==> config.mk <==
export PLATFORM = sky130hd
export DESIGN_NAME = uart_tx
export DESIGN_NICKNAME = d
export VERILOG_FILES = /design/src/rtl/uart_pkg.sv /design/src/rtl/uart_baud_gen.sv /design/src/rtl/uart_tx.sv
export SDC_FILE = /design/constraint.sdc
export NUM_CORES = 1
export LEC_CHECK = 0
export ABC_CLOCK_PERIOD_IN_PS = 2000
export BUFFER_PORTS_ARGS = -buffer_cell sky130_fd_sc_hd__buf_2
export CORE_MARGIN = 5
export CORE_UTILIZATION = 48
export DETAILED_ROUTE_END_ITERATION = 10
export PLACE_DENSITY = 0.81
export SLEW_MARGIN = 20
export SYNTH_ARGS = -nofsm -noshare
export SYNTH_HDL_FRONTEND = slang
export SYNTH_SLANG_ARGS = --single-unit
export TNS_END_PERCENT = 50
==> constraint.sdc <==
create_clock -name clk -period 2 [get_ports clk]
set_input_delay 0.3 -clock clk [delete_from_list [all_inputs] [get_ports clk]]
set_output_delay 0.3 -clock clk [all_outputs]
set_load 0.01 [all_outputs]
==> src/rtl/uart_pkg.sv <==
// Shared UART definitions: FSM state encoding and frame geometry.
// Used by both the transmitter and the receiver.
package uart_pkg;

  typedef enum logic [1:0] {
    IDLE  = 2'b00,
    START = 2'b01,
    DATA  = 2'b10,
    STOP  = 2'b11
  } uart_state_t;

  localparam int DATA_BITS = 8;

endpackage

==> src/rtl/uart_baud_gen.sv <==
// Bit-period tick generator. The counter is held at zero while en is low,
// so the first tick lands a full bit period after en rises.
module uart_baud_gen #(
  parameter int CLKS_PER_BIT = 10
) (
  input  logic clk,
  input  logic rst,
  input  logic en,
  output logic tick
);

  localparam int CW = (CLKS_PER_BIT > 1) ? $clog2(CLKS_PER_BIT) : 1;
  localparam logic [CW-1:0] LAST = CW'(CLKS_PER_BIT - 1);

  logic [CW-1:0] cnt;

  always_ff @(posedge clk) begin
    if (rst || !en)       cnt <= '0;
    else if (cnt == LAST) cnt <= '0;
    else                  cnt <= cnt + CW'(1);
  end

  assign tick = en && (cnt == LAST);

endmodule

==> src/rtl/uart_tx.sv <==
// 8N1 UART transmitter: serialises one byte per tx_start LSB-first with a
// start bit and STOP_BITS stop bits; drives the intff tx/tx_* signals.
module uart_tx
  import uart_pkg::*;
#(
  parameter int CLK_FREQ  = 1000000,
  parameter int BAUD_RATE = 9600,
  parameter int STOP_BITS = 1
) (
  input  logic       clk,
  input  logic       rst,
  input  logic       tx_start,
  input  logic [7:0] tx_data,
  output logic       tx,
  output logic       tx_done,
  output logic       tx_busy,
  output logic       uclktx,
  output logic [1:0] state_tx,
  output logic [3:0] bit_count,
  output logic [7:0] shifter
);

  localparam int CLKS_PER_BIT = CLK_FREQ / BAUD_RATE;

  if (CLKS_PER_BIT < 2) begin : g_bad_rate
    $error("uart_tx: CLK_FREQ/BAUD_RATE must be >= 2");
  end
  if (STOP_BITS != 1 && STOP_BITS != 2) begin : g_bad_stop
    $error("uart_tx: STOP_BITS must be 1 or 2");
  end

  uart_state_t state;
  logic        tick;

  uart_baud_gen #(.CLKS_PER_BIT(CLKS_PER_BIT)) u_baud (
    .clk  (clk),
    .rst  (rst),
    .en   (state != IDLE),
    .tick (tick)
  );

  assign uclktx   = tick;
  assign state_tx = state;

  always_ff @(posedge clk) begin
    if (rst) begin
      state     <= IDLE;
      tx        <= 1'b1;
      tx_done   <= 1'b0;
      tx_busy   <= 1'b0;
      bit_count <= '0;
      shifter   <= '0;
    end else begin
      tx_done <= 1'b0;
      case (state)
        IDLE: begin
          tx <= 1'b1;
          if (tx_start) begin
            shifter   <= tx_data;
            bit_count <= '0;
            tx        <= 1'b0;
            tx_busy   <= 1'b1;
            state     <= START;
          end
        end
        START: begin
          if (tick) begin
            tx    <= shifter[0];
            state <= DATA;
          end
        end
        DATA: begin
          if (tick) begin
            if (bit_count == 4'(DATA_BITS - 1)) begin
              tx        <= 1'b1;
              bit_count <= '0;
              state     <= STOP;
            end else begin
              // shifter[1] is the bit that becomes shifter[0] after this shift
              shifter   <= shifter >> 1;
              tx        <= shifter[1];
              bit_count <= bit_count + 4'd1;
            end
          end
        end
        STOP: begin
          tx <= 1'b1;
          if (tick) begin
            if (bit_count == 4'(STOP_BITS - 1)) begin
              tx_done <= 1'b1;
              tx_busy <= 1'b0;
              state   <= IDLE;
            end else begin
              bit_count <= bit_count + 4'd1;
            end
          end
        end
        default: state <= IDLE;
      endcase
    end
  end

endmodule

==> out/results.tsv, run 1 <==
metric	value	unit
status	finished with violations	
violations	setup timing	
rrSetupSlack	-0.11	ns
power_density	1160	mW/mm²
initial_utilization	50.2	%
async_flop_share	0	%
rsz0062_at_grt	true	
dpl.hpwl	2860	µm
drive_above_1_share	33.2	%
drc	0	
hold_depth	4	
diodes	0	
worst_ep_arrival_time	1.81	ns
fin_util	62.6	%
finalHoldViolations	0	
power_frac_comb	53.9	%
power_switching_share	42.9	%
place_inst	227	
syn_inst	160	
synthSimpleGateAreaFrac	30.5	%
synthesis.area	0.00140	mm²
core	0.00278	mm²
drv_slew	0	
rows	19	
firstDrtPassIters	4	
yosys.area_share.adder	6.27	%
r2r_start	state_tx[1]	
muxShareOfSynthArea	1.43	%
cts_hold_buf	0	
syn_avg_cell_area	8.73	µm²
synth_top_family_by_area	simple AND/OR/NAND/NOR gates	
cts_inserted_buffers	3	
grt_pass1_wl	6290	µm
placement.io_buffers	28	
die_h	63.9	µm
gp_congestion	0.872	
finalCritPeriodShare	106	%
first_iter_violations	81	
seq_power_share	34.8	%
htree_num_levels	1	
fin_worst_skew	0.00829	ns
min-delay-start	tx_data[7]	
grt_pass1_vias	1343	
rr_worst_depth	6	
power.clock.fraction	11.3	%
vias	1377	
synth-main-ff-cell	dfxtp_1	
die_area	0.00409	mm²
ir_drop	1.06	mV
syn-num-nets	178	
p_leak	0.709	nW
crit_path_start_kind	flop	
antenna_found_initial	0	
wirelength	3790	µm
critPathCaptureType	output pin	
postRouteAntennaNets	0	
cp_data_required_time	1.70	ns
relSlewSlack	68.9	%
fmax	474	MHz
p_switching	0.000863	W
synth_compound_area_share	20.5	%
cts.sinks	24	
overflow	0	
cap_violations	0	
setup_ws	-0.112	ns
yosysWarnings	0	
netlist-cell-type-count	43	
fillers	246	
internal_power	0.00115	W
stdcell_count	230	
die_w	63.9	µm
yosys.area_share.xor_xnor	2.51	%
clk_pin_slew	0.14	ns
synth_seq_cells	24	
worstPathMaxFanout	4	
fin_nets	218	
finalInstanceArea	0.00174	mm²
cts_tree	built	
ys_seq_area_share	34.4	%
p_total	0.00201	W
syn_to_final_growth	24.6	%
hold_end	shifter[7]	
synth_edf_count	0	
grt_max_degree	29	
setup_tns	-0.832	ns
ioPinCount	29	
worstSkewPairLatency	0.32	ns
vias_per_cell	5.99	
post_drt_wl_per_cell	16.5	µm
r2r-end	shifter[2]	
finalCriticalPeriod	2.11	ns
track_usage	18.9	%
cts_root_buf	clkbuf_4	
tightest_slew	0.467	ns
cts_setup_buffers	0	
worstSetupPathType	flop to output pin	
hold_path.class	input port to flop	
cts_max_path_buffers	2	
dpl_cell_area	0.00169	mm²
setup-violations-final	11	
worst max path at each step:
stage          cells after the start   startpoint  slack, ns    endpoint
6_report                           6  state_tx[1]      -0.11      uclktx
5_1_grt                            6  state_tx[1]      -0.17      uclktx
4_1_cts                            7  state_tx[1]      -0.16  shifter[2]
3_5_place_dp                       7  state_tx[1]      -0.15  shifter[4]
3_3_place_gp                       7  state_tx[1]      -0.11  shifter[0]
2_1_floorplan                      7  state_tx[1]      -0.12  shifter[3]
flip-flops by register name (all words and copies together), names as in the netlist:
register and cells:
u_baud.cnt 7, shifter 8, state_tx 2, tx_done 1
tx_busy 1, bit_count 4, tx 1
critical path, stage by stage, from the launching register on:
cell and delay [ns]:
dfxtp_4 0.40, inv_4 0.04, ha_4 0.15, or4b_4 0.48, buf_4 0.17, nor2_4 0.13, buf_6 0.12
logic make-up after synthesis:
family | Yosys count
flip-flops | 24
AND/OR/NAND/NOR | 74
buffers and inverters | 14
multiplexers | 2
XOR/XNOR | 4
adder cells (fa/ha/maj) | 7
AO/OA/AOI/OAI | 35
area by class of cell:
| cell class | count | area, µm² | share of cell area [%] |
|---|---|---|---|
| Clock buffer | 4 | 26.3 | 1.51 |
| Inverter | 5 | 23.8 | 1.37 |
| Multi-Input combinational cell | 122 | 897 | 51.5 |
| Sequential cell | 24 | 488 | 28.0 |
| Tap cell | 31 | 38.8 | 2.23 |
| Timing Repair Buffer | 44 | 267 | 15.3 |
per-stage QoR:
step           hold slack (ns)  setup WS (ns)
2_1_floorplan            0.412         -0.123
3_5_place_dp             0.452         -0.151
3_3_place_gp             0.423         -0.109
5_1_grt                  0.391         -0.174
4_1_cts                  0.375         -0.159
6_report                 0.375         -0.112
power by group through the flow:
stage	combinational [W]	clock, W	sequential (W)
after CTS	0.00107	0.000227	0.000696
after detailed placement	0.00106	0	0.000707
after global placement	0.000996	0	0.000695
final	0.00109	0.000228	0.000699
after global routing	0.00119	0.000252	0.000719
after floorplan	0.000648	0	0.000738
routing by layer:
| layer | routed length (µm) | global-route usage, % | vias up |
|---|---|---|---|
| li1 | - | - | 668 |
| met1 | 1640 | 24.1 | 655 |
| met2 | 1930 | 32.9 | 47 |
| met3 | 183 | 2.63 | 7 |
| met4 | 40 | 5.45 | 0 |
| met5 | 0 | 0 | - |
cells in the final DEF, fill, tap and decap left out, drive strengths merged, types with 4 or more instances in the layout:
cell type	n
clkbuf	4
inv	5
buf	44
nor2b	10
nor2	13
a221oi	7
ha	7
nand2	6
nand3	5
nor3	17
o21ai	8
a21oi	5
dfxtp	24
cells in the mapped netlist (all sizes together), types with 2 or more instances:
master	number	area share, %
dfxtp	24	34
nor3	17	6.1
nor2	13	3.5
nor2b	10	4.5
o21ai	8	2.9
a221oi	7	7.5
ha	7	6.3
nand2	6	1.6
a21oi	5	1.8
clkbuf	5	1.3
inv	5	1.3
nand3	5	1.8
buf	4	1.7
a211oi	3	1.6
and3	3	1.3
nand2b	3	1.3
nor3b	3	1.6
or4	3	1.6
or4b	3	2.4
a31oi	2	0.90
mux2i	2	1.4
o31ai	2	1.1
xnor2	2	1.3
xor2	2	1.3
repair_timing:
action / CTS / global route
gates resized for setup: 5 / 3
endpoints found under the setup margin: 14 / 14
pin swaps: 5 / 2
No activity file was read; power rests on OpenSTA's default activity.
==> run 2, diff against run 1 <==
- CELL_PAD_IN_SITES_DETAIL_PLACEMENT: not set -> 1
- CELL_PAD_IN_SITES_GLOBAL_PLACEMENT: not set -> 1
- CORE_MARGIN: 5 -> 2
- CORE_UTILIZATION: 48 -> 36
==> run 2 against run 1 <==
Effect of this change: die area grew 7.5%; power rose by 5.9%; critical endpoint is now shifter[5]; critical path type is now flop to flop; largest power group unchanged; largest cell class unchanged; setup slack worse by 0.039 ns; via count grew 2.8%; the flow still finishes with violations (setup timing).
==> out/results.tsv, run 2 (same netlist as run 1, synthesis figures left out) <==
metric	value	unit	change
hold_depth	4		unchanged
p_leak	0.746	nW	was 0.709 nW
die_w	66.3	µm	was 63.9 µm
cts_root_buf	clkbuf_8		was clkbuf_4
antenna_found_initial	0		unchanged
dpl.hpwl	2980	µm	was 2860 µm
path_cells	inv_4 -> ha_4 -> or4b_4 -> or4b_4 -> a221oi_2 -> nor3_1		was inv_4 -> ha_4 -> or4b_4 -> buf_4 -> nor2_4 -> buf_6
cp_data_required_time	2.16	ns	was 1.70 ns
layout_common_cells	buf_2, dfxtp_1, buf_4		was buf_2, dfxtp_1, nor3_1
cpMostUsedCell	or4b_4		
violations	setup timing		unchanged
power_density	1180	mW/mm²	was 1160 mW/mm²
clk_pin_slew	0.09	ns	was 0.14 ns
fin_nets	223		was 218
drc	0		unchanged
post-place-ws	-0.169	ns	was -0.151 ns
drv_slew	0		unchanged
postRouteAntennaNets	0		unchanged
track_usage	21.5	%	was 18.9%
p_total	0.00213	W	was 0.00201 W
rows	22		was 19
vias	1416		was 1377
ir_drop	0.477	mV	was 1.06 mV
firstDrtPassIters	4		unchanged
rrSetupSlack	-0.15	ns	was -0.11 ns
max_flop_register	shifter		unchanged
fin_util	49.1	%	was 62.6%
critical_path.top_delay_family	simple AND/OR/NAND/NOR gates		unchanged
diodes	0		unchanged
cts_inserted_buffers	3		unchanged
slowest_stage	or4b_4		unchanged
r2r-end	shifter[5]		was shifter[2]
cts_max_path_buffers	2		unchanged
finalCriticalPeriod	2.15	ns	was 2.11 ns
core	0.00369	mm²	was 0.00278 mm²
cts_tree	built		unchanged
fmax	465	MHz	was 474 MHz
gp_congestion	0.822		was 0.872
cap_violations	0		unchanged
finalHoldViolations	0		unchanged
relSlewSlack	63.8	%	was 68.9%
tightest_slew	0.540	ns	was 0.467 ns
setup_tns	-1.15	ns	was -0.832 ns
grt_pass1_wl	7090	µm	was 6290 µm
crit_path_start_kind	flop		unchanged
critPathBufInv	1		was 3
worstPathMaxFanout	8		was 4
htree_num_levels	1		unchanged
fin_worst_skew	0.00360	ns	was 0.00829 ns
reg_top3	shifter (8), u_baud.cnt (7), bit_count (4)		unchanged
wirelength	4320	µm	was 3790 µm
hold_end	shifter[7]		unchanged
worst_ep_arrival_time	2.31	ns	was 1.81 ns
worstSkewPairLatency	0.26	ns	was 0.32 ns
hold_path.class	input port to flop		unchanged
die_h	66.3	µm	was 63.9 µm
status	finished with violations		unchanged
min-delay-start	tx_data[7]		unchanged
finalCritPeriodShare	108	%	was 106%
rsz0062_at_grt	true		unchanged
critPathCaptureType	flop		was output pin
cts.sinks	24		unchanged
syn_to_final_growth	29.7	%	was 24.6%
placement.io_buffers	28		unchanged
ioPinCount	29		unchanged
rr_worst_depth	6		unchanged
largest_reg_flops	8		unchanged
setup-violations-final	12		was 11
stdcell_count	252		was 230
worstSetupPathType	flop to flop		was flop to output pin
place_inst	246		was 227
cts_hold_buf	0		unchanged
vias_per_cell	5.62		was 5.99
setup_ws	-0.150	ns	was -0.112 ns
r2r_start	state_tx[1]		unchanged
grt_pass1_vias	1431		was 1343
first_iter_violations	71		was 81
overflow	0		unchanged
initial_utilization	37.9	%	was 50.2%
drive_above_1_share	35.8	%	was 33.2%
grt_max_degree	29		unchanged
mostFrequentLayoutCell	buf_2		unchanged
post_drt_wl_per_cell	17.1	µm	was 16.5 µm
die_area	0.00439	mm²	was 0.00409 mm²
max_stage_delay	0.63	ns	was 0.48 ns
run 2: cell types whose count changed in the layout (fill, tap and decap cells not counted), sizes merged:
| cell | before | now |
|---|---|---|
| buf | 44 | 49 |
run 2: layout make-up:
class / count / area (µm²)
clock buffers: 4 / 45.0
fillers: 456 / 1880
inverters: 5 / 23.8
multi-input cells: 122 / 891
flip-flops and latches: 24 / 488
well taps: 48 / 60.1
repair buffers: 49 / 304
run 2: worst reg2reg max path, delay by kind of cell, from the launching register on:
kind | cells | cell delay [ns]
simple gates | 3 | 1.18
flops | 1 | 0.38
compound gates | 1 | 0.30
fa+ha+maj | 1 | 0.15
buf+inv | 1 | 0.04
run 2: power by group:
| group | internal, W | total, W | switching (W) |
|---|---|---|---|
| clock | 0.000142 | 0.000296 | 0.000154 |
| combinational | 0.000514 | 0.00114 | 0.000627 |
| sequential | 0.000593 | 0.000695 | 0.000102 |
| total | 0.00125 | 0.00213 | 0.000883 |
run 2: through the flow:
stage | hold slack [ns] | cell area [µm²]
2_1_floorplan | 0.412 | 1420
3_3_place_gp | 0.423 | 1720
3_5_place_dp | 0.450 | 1720
4_1_cts | 0.445 | 1800
5_1_grt | 0.484 | 1810
6_report | 0.446 | 1810
run 2: worst max-delay path by stage:
stage | startpoint | to | slack [ns] | cells past startpoint
after floorplan | state_tx[1] | shifter[3] | -0.12 | 7
after global placement | state_tx[1] | shifter[4] | -0.11 | 7
after detailed placement | state_tx[1] | shifter[5] | -0.17 | 7
after CTS | state_tx[1] | shifter[3] | -0.19 | 7
after global routing | state_tx[0] | bit_count[1] | -0.22 | 6
final | state_tx[1] | shifter[5] | -0.15 | 6
run 2: timing repair:
action | CTS | global route
cloned | 0 | 0
setup endpoints to repair | 13 | 16
setup buffers | 1 | 2
pin swaps | 6 | 4
resized for setup | 5 | 5
run 2: metal layers:
metal  GRT usage, %  wire, µm
met1           26.2      1930
met2           37.3      2180
met3           3.41       133
met4           8.67        68
met5              0         0
==> run 3, diff against run 2 <==
- CELL_PAD_IN_SITES_DETAIL_PLACEMENT: 1 -> not set
- CELL_PAD_IN_SITES_GLOBAL_PLACEMENT: 1 -> not set
- CORE_UTILIZATION: 36 -> 48
==> run 3 against run 2 <==
Effect of this change: the flow still finishes with violations (setup timing); fmax shrank 2.0%; power shrank 2.2%; non-clock buffer count is the same; wire length shrank 16%; sequential power is essentially flat; first-iteration DRC count shrank 28%; register-to-register slack lost 0.04 ns; critical path depth is the same; global-route usage grew 1.3 points; combinational power is essentially flat; core utilization grew 16 points; sequential share of layout area grew 0.40 points; critical endpoint is now shifter[4]; largest cell class unchanged; largest power group unchanged; highest routed layer unchanged.
==> out/results.tsv, run 3 (same netlist as run 1, synthesis figures left out) <==
metric	value	unit	change
cts.sinks	24		unchanged
cts_root_buf	clkbuf_4		was clkbuf_8
placement.io_buffers	28		unchanged
reg_top3	shifter (8), u_baud.cnt (7), bit_count (4)		unchanged
routed.top_layer	met4		unchanged
setup_ws	-0.193	ns	was -0.150 ns
htree_num_levels	1		unchanged
grt_max_degree	29		unchanged
crit_path_start_kind	flop		unchanged
setup-violations-final	13		was 12
rsz0062_at_grt	true		unchanged
ioPinCount	29		unchanged
cts_tree	built		unchanged
antenna_found_initial	0		unchanged
p_leak	0.730	nW	was 0.746 nW
wl_met1	1590	µm	was 1930 µm
fmax	456	MHz	was 465 MHz
routed-wl-met3	171	µm	was 133 µm
clk_pin_slew	0.13	ns	was 0.09 ns
tightest_slew	0.444	ns	was 0.540 ns
worstSetupPathType	flop to flop		unchanged
worstPathMaxFanout	8		unchanged
ir_drop	0.941	mV	was 0.477 mV
r2r_start	state_tx[1]		unchanged
vias	1404		was 1416
status	finished with violations		unchanged
setup.worst_path.start	state_tx[1]		unchanged
core	0.00276	mm²	was 0.00369 mm²
dpl_cell_area	0.00169	mm²	was 0.00172 mm²
cts_inserted_buffers	3		unchanged
vias_per_cell	5.97		was 5.62
p_total	0.00209	W	was 0.00213 W
fin_nets	223		unchanged
drc	0		unchanged
finalHoldViolations	0		unchanged
relSlewSlack	70.3	%	was 63.8%
initial_utilization	50.6	%	was 37.9%
first_iter_violations	51		was 71
cts_max_path_buffers	2		unchanged
rows	19		was 22
grt_pass1_wl	5980	µm	was 7090 µm
gp_congestion	0.844		was 0.822
die_w	57.9	µm	was 66.3 µm
hold_path.class	input port to flop		unchanged
dpl.hpwl	2650	µm	was 2980 µm
firstDrtPassIters	4		unchanged
die_area	0.00336	mm²	was 0.00439 mm²
cap_violations	0		unchanged
mostFrequentLayoutCell	buf_2		unchanged
postRouteAntennaNets	0		unchanged
grt_pass1_vias	1384		was 1431
critPathCapture	shifter[4]		was shifter[5]
layout_common_cells	buf_2, dfxtp_1, buf_4		unchanged
fin_worst_skew	0.0158	ns	was 0.00360 ns
r2r-end	shifter[4]		was shifter[5]
finalCriticalPeriod	2.19	ns	was 2.15 ns
rrSetupSlack	-0.19	ns	was -0.15 ns
worst_ep_arrival_time	2.41	ns	was 2.31 ns
diodes	0		unchanged
largest_reg_flops	8		unchanged
overflow	0		unchanged
track_usage	22.8	%	was 21.5%
post_drt_wl_per_cell	15.5	µm	was 17.1 µm
finalInstanceArea	0.00179	mm²	was 0.00181 mm²
cp_data_required_time	2.22	ns	was 2.16 ns
worstSkewPairLatency	0.32	ns	was 0.26 ns
power_density	1170	mW/mm²	was 1180 mW/mm²
critPathCaptureType	flop		unchanged
setup_tns	-1.84	ns	was -1.15 ns
drv_slew	0		unchanged
wirelength	3640	µm	was 4320 µm
finalCritPeriodShare	110	%	was 108%
rr_worst_depth	6		unchanged
violations	setup timing		unchanged
wl_met2	1800	µm	was 2180 µm
max_flop_register	shifter		unchanged
drive_above_1_share	36.3	%	was 35.8%
syn_to_final_growth	27.9	%	was 29.7%
whs	0.404	ns	was 0.446 ns
die_h	57.9	µm	was 66.3 µm
run 3: layer usage:
layer	GRT usage [%]	vias up
li1	-	679
met1	28.2	670
met2	39.8	45
met3	3.13	10
met4	8.97	0
met5	0	-
run 3: critical path: stages (launching register included):
cell and delay, ns:
dfxtp_4 0.40, inv_4 0.04, ha_4 0.15, or4b_4 0.49
or4b_4 0.64, a221oi_2 0.29, nor3_1 0.08
run 3: power breakdown:
part / total (W) / internal (W) / switching [W]
registers: 0.000697 / 0.000593 / 0.000104
logic: 0.00117 / 0.000553 / 0.000616
clock network: 0.000219 / 0.0000780 / 0.000141
run 3: repair_timing:
item	in CTS	in global routing
endpoints found under the setup margin	13	13
gates resized for setup	7	6
hold buffers	0	0
endpoints found under the hold margin	0	0
pin swaps	9	4
buffers inserted	2	3
run 3: worst min-delay path by stage:
stage | start | to | slack, ns | cells after the start
after floorplan | u_baud.cnt[0] | u_baud.cnt[0] | 0.41 | 1
after CTS | rst | bit_count[3] | 0.39 | 4
final | rst | bit_count[3] | 0.40 | 4
after detailed placement | u_baud.cnt[0] | u_baud.cnt[0] | 0.44 | 1
after global routing | rst | bit_count[3] | 0.43 | 4
after global placement | u_baud.cnt[0] | u_baud.cnt[0] | 0.43 | 1
run 3: through the flow:
| stage | setup slack, ns | util [%] | cells |
|---|---|---|---|
| floorplan | -0.123 | - | 160 |
| global placement | -0.0960 | 61.1 | 227 |
| detailed placement | -0.167 | 61.1 | 227 |
| CTS | -0.206 | 63.9 | 233 |
| global route | -0.236 | 64.7 | 235 |
| finish | -0.193 | 64.7 | 235 |
run 3: layout make-up:
type	count	area, µm²
tap	31	38.8
multi-input combinational	122	905
sequential	24	488
inverter	5	23.8
fill	243	972
timing repair buffer	49	304
clock buffer	4	26.3
